## config.mk

```make
export PLATFORM = sky130hd
export DESIGN_NAME = sub_array_collector
export DESIGN_NICKNAME = d
export VERILOG_FILES = /design/src/rtl/sub_array_collector.sv
export SDC_FILE = /design/constraint.sdc
export NUM_CORES = 1
export LEC_CHECK = 0
export ABC_AREA = 1
export BUFFER_PORTS_ARGS = -buffer_cell sky130_fd_sc_hd__buf_4
export CAP_MARGIN = 20
export CORE_MARGIN = 2
export CORE_UTILIZATION = 40
export CTS_CLUSTER_SIZE = 8
export DETAILED_ROUTE_END_ITERATION = 16
export PLACE_DENSITY = 0.61
export SLEW_MARGIN = 20
export SYNTH_ARGS = -nofsm -noshare
export SYNTH_HDL_FRONTEND = slang
export SYNTH_SLANG_ARGS = --single-unit
```

## constraint.sdc

```tcl
create_clock -name clk -period 6.55 [get_ports clk]
set_input_delay 0.3275 -clock clk [delete_from_list [all_inputs] [get_ports clk]]
set_output_delay 0.3275 -clock clk [all_outputs]
set_load 0.005 [all_outputs]
```

## src/rtl/sub_array_collector.sv

```systemverilog
// sub_array_collector: round-robin collector of N_SRC valid/ready sources into one registered output word
module sub_array_collector #(
  parameter int N_SRC  = 5,
  parameter int DATA_W = 8
) (
  input  logic                      clk,
  input  logic                      rst,
  input  logic [N_SRC-1:0]          in_valid,
  input  logic [N_SRC*DATA_W-1:0]   in_data,
  output logic [N_SRC-1:0]          in_ready,
  output logic                      out_valid,
  output logic [DATA_W-1:0]         out_data,
  output logic [2:0]                out_src,
  input  logic                      out_ready,
  output logic [15:0]               xfer_count
);
  localparam int PW = $clog2(N_SRC);
  logic [PW-1:0]     ptr;
  logic [PW-1:0]     g;
  logic [PW-1:0]     idx;
  logic              found;
  logic              load_en;
  logic              in_xfer;
  logic              out_xfer;
  logic [DATA_W-1:0] src [N_SRC];
  for (genvar i = 0; i < N_SRC; i++) begin : g_src
    assign src[i] = in_data[i*DATA_W +: DATA_W];
  end
  assign load_en  = !rst && (!out_valid || out_ready);
  assign out_xfer = out_valid && out_ready;
  assign in_xfer  = |in_ready;
  // first requester at or after ptr, wrapping
  always_comb begin
    g     = '0;
    idx   = '0;
    found = 1'b0;
    for (int k = 0; k < N_SRC; k++) begin
      idx = PW'((int'(ptr) + k) % N_SRC);
      if (!found && in_valid[idx]) begin
        found = 1'b1;
        g     = idx;
      end
    end
    in_ready = (load_en && found) ? N_SRC'(1) << g : '0;
  end
  always_ff @(posedge clk) begin
    if (rst) begin
      out_valid  <= 1'b0;
      out_data   <= '0;
      out_src    <= '0;
      ptr        <= '0;
      xfer_count <= '0;
    end else begin
      if (in_xfer) begin
        out_valid <= 1'b1;
        out_data  <= src[g];
        out_src   <= 3'(g);
        ptr       <= (g == PW'(N_SRC - 1)) ? '0 : g + 1'b1;
      end else if (out_xfer) begin
        out_valid <= 1'b0;
      end
      if (out_xfer && xfer_count != 16'hFFFF) xfer_count <= xfer_count + 16'd1;
    end
  end
endmodule

```

==> summary.md <==
| Metric | Value |
|---|---|
| Status | finished, final reports clean |
| TritonCTS clock tree | built |
| DRT Pass-1 Iters | 5 |
| GRT Overall Usage | 19.8% |
| Hold crit path type | primary input to register |
| Worst skew pair latency | 0.29 ns |
| Via count | 3732 |
| DRC Markers | 0 |
| CTS Hold Bufs | 0 |
| WHS Path Cells | 4 |
| Placed cells | 753 |
| R2R cell count | 29 |
| First-pass GRT wire length | 14700 um |
| DR iter-0 viols | 226 |
| Main synth FF type | dfxtp_1 |
| Initial antenna violation count | 0 |
| Commonest non-fill, non-tap cell in the layout | nand2_1 |
| Final setup fails | 0 |
| Layout area overhead | 23.6% |
| Die Ht | 96.0 um |
| Req. time, crit path | 6.76 ns |
| HPWL after DPL | 7250 um |
| Worst hold start | out_ready |
| WL/cell | 11.8 um |
| EDFF count, synth | 0 |
| Clock Sinks | 31 |
| Pin count of the biggest net entering global routing | 21 |
| Total gr overflow | 0 |
| Most used cell, CP | nand2_1 |
| Via density | 4.90 |
| CTS max path bufs | 2 |
| Number of diodes | 0 |
| Final Skew | 0.0101 ns |
| Die width | 96.0 um |
| Crit-path max FO | 20 |
| Final Slew Violations | 0 |
| Total Wirelength | 8990 um |
| Num CTS Buffers | 5 |
| Synthesis Warnings | 0 |
| Reg clk slew, reported paths | 0.07 ns |
| Slew headroom | 62.7% |
| Post-CTS Resized | 0 |
| Syn Area/Cell | 5.86 um^2 |
| P_leak | 0.00219 uW |
| Ys async rst share | 0% |
| Final period util | 83.8% |
| Initial Util | 41.2% |
| Nets | 727 |
| CP Launch Type | register |
| Syn Inst Count | 578 |
| Layout Cells excl Fill | 761 |
| CTS root buf | clkbuf_8 |
| CP max-delay cell | dfxtp_1 |
| Worst setup path start | ptr[1] |
| Worst Path Arrival | 5.70 ns |
| Sequential-to-total area share from yosys stat | 18.3% |
| CP max stage delay | 0.55 ns |
| # IOs | 81 |
| Rows | 33 |
| Utilization after layout | 50.9% |
| Max cap viols | 0 |
| Port Buffers | 80 |
| RSZ-0062 raised after global routing | no |
| Synthesized cell area | 3390 um^2 |
| Tmin final | 5.49 ns |
| Syn_nets | 650 |
| CTS H-tree depth | 2 |
| Max VDD drop | 0.231 mV |
| Setup Buffers After CTS | 0 |
| Worst R2R Start | ptr[1] |
| Final setup TNS | 0 ns |
| Hold Vio Cnt, Final | 0 |
| P per Cell Area | 424 nW/um^2 |
| Peak Freq | 0.182 GHz |
| Setup crit end kind | register |
| Die ar. | 9220 um^2 |
| Crit path kind | register to register |
| Worst Tran Pin Value | 0.554 ns |
| Core Box Area | 8220 um^2 |
| Antenna viol nets, final | 0 |
| RePlAce Congestion | 0.910 |
| Vias in the first global route | 3353 |
| Commonest cells after routing, fill and taps aside | nand2_1 (171), inv_1 (104), buf_4 (81) |
| Share of cells above drive strength 1 | 18.9% |
| Flop and latch count out of synthesis | 31 |
| Post-synthesis cell type count | 39 |
## flip-flops by register name, summed over array words and instances, names as in the netlist
register,count
xfer_count,16
out_valid,1
out_src,3
out_data,8
ptr,3
## final cells by class
type | count | area [um^2]
clock inverters | 2 | 35.0
flip-flops and latches | 31 | 621
multi-input cells | 423 | 2280
clock buffers | 6 | 82.6
well taps | 105 | 131
fillers | 827 | 4030
repair buffers | 81 | 608
inverters | 113 | 424
## path summary, 6_finish.rpt
kind	end	slack [ns]
min reg2reg	xfer_count[15]	0.47
max reg2reg	ptr[2]	1.06
max	ptr[2]	1.06
min	out_valid	0.32
## critical path: cells and delay by family (launching register included)
kind,cells,cell delay (ns)
and+or+nand+nor,17,2.10
xor gates and xnor gates,1,0.25
buffers and inverters,4,0.71
adders and majority gates,5,1.37
DFF,1,0.55
AOI/OAI and AO/OA,2,0.44
## metrics by stage
stage	hold WS, ns	cell area [um^2]	setup WS (ns)	power [uW]
2_1_floorplan	0.453	3390	1.96	1270
4_1_cts	0.316	4190	1.13	1770
5_1_grt	0.337	4190	0.532	1990
6_report	0.320	4190	1.06	1770
3_3_place_gp	0.453	4070	1.29	1560
3_5_place_dp	0.460	4070	1.17	1570
## cells in the mapped netlist, types with 2 or more instances
cell type	n	area (um^2)
nand2_1	171	642
inv_1	104	390
nand3_1	77	385
dfxtp_1	31	621
nor2_1	30	113
a21oi_1	26	130
ha_1	24	300
o21ai_0	19	95.1
nand4_1	13	81.3
nand2_2	8	50.1
xor2_1	8	70.1
inv_2	7	26.3
nand3_2	6	60.1
o21ai_1	6	30.0
buf_2	5	25.0
nor3_1	5	25.0
clkbuf_1	4	15.0
nand3b_1	3	22.5
nor2_4	3	33.8
nor4_1	3	18.8
o211ai_1	3	22.5
clkinv_1	2	7.51
nand3_4	2	35.0
nor3b_1	2	15.0
o21ai_4	2	32.5
## power by group
part	internal, uW	switching (uW)	total (uW)
combinational	458	869	1330
sequential	224	23.9	248
clock	123	74.0	197
total	806	967	1770
## per-layer routing
layer  up-vias  part of all wire (%)  GRT usage (%)
li1       1990                     -              -
met1      1609                    49           27.5
met2       118                    44           32.0
met3        15                   5.2           3.05
met4         0                   2.0           4.76
met5         -                     0              0
## logic make-up after synthesis
logic type               count (synthesis)  share of synthesized area, %
AO/OA/AOI/OAI                           63                          11.3
XOR/XNOR                                10                          2.81
adder cells (fa/ha/maj)                 24                          8.87
buffers and inverters                  124                          14.3
flip-flops                              31                          18.3
AND/OR/NAND/NOR                        326                          44.4
Note: power is estimated with default switching activity, not from simulation.
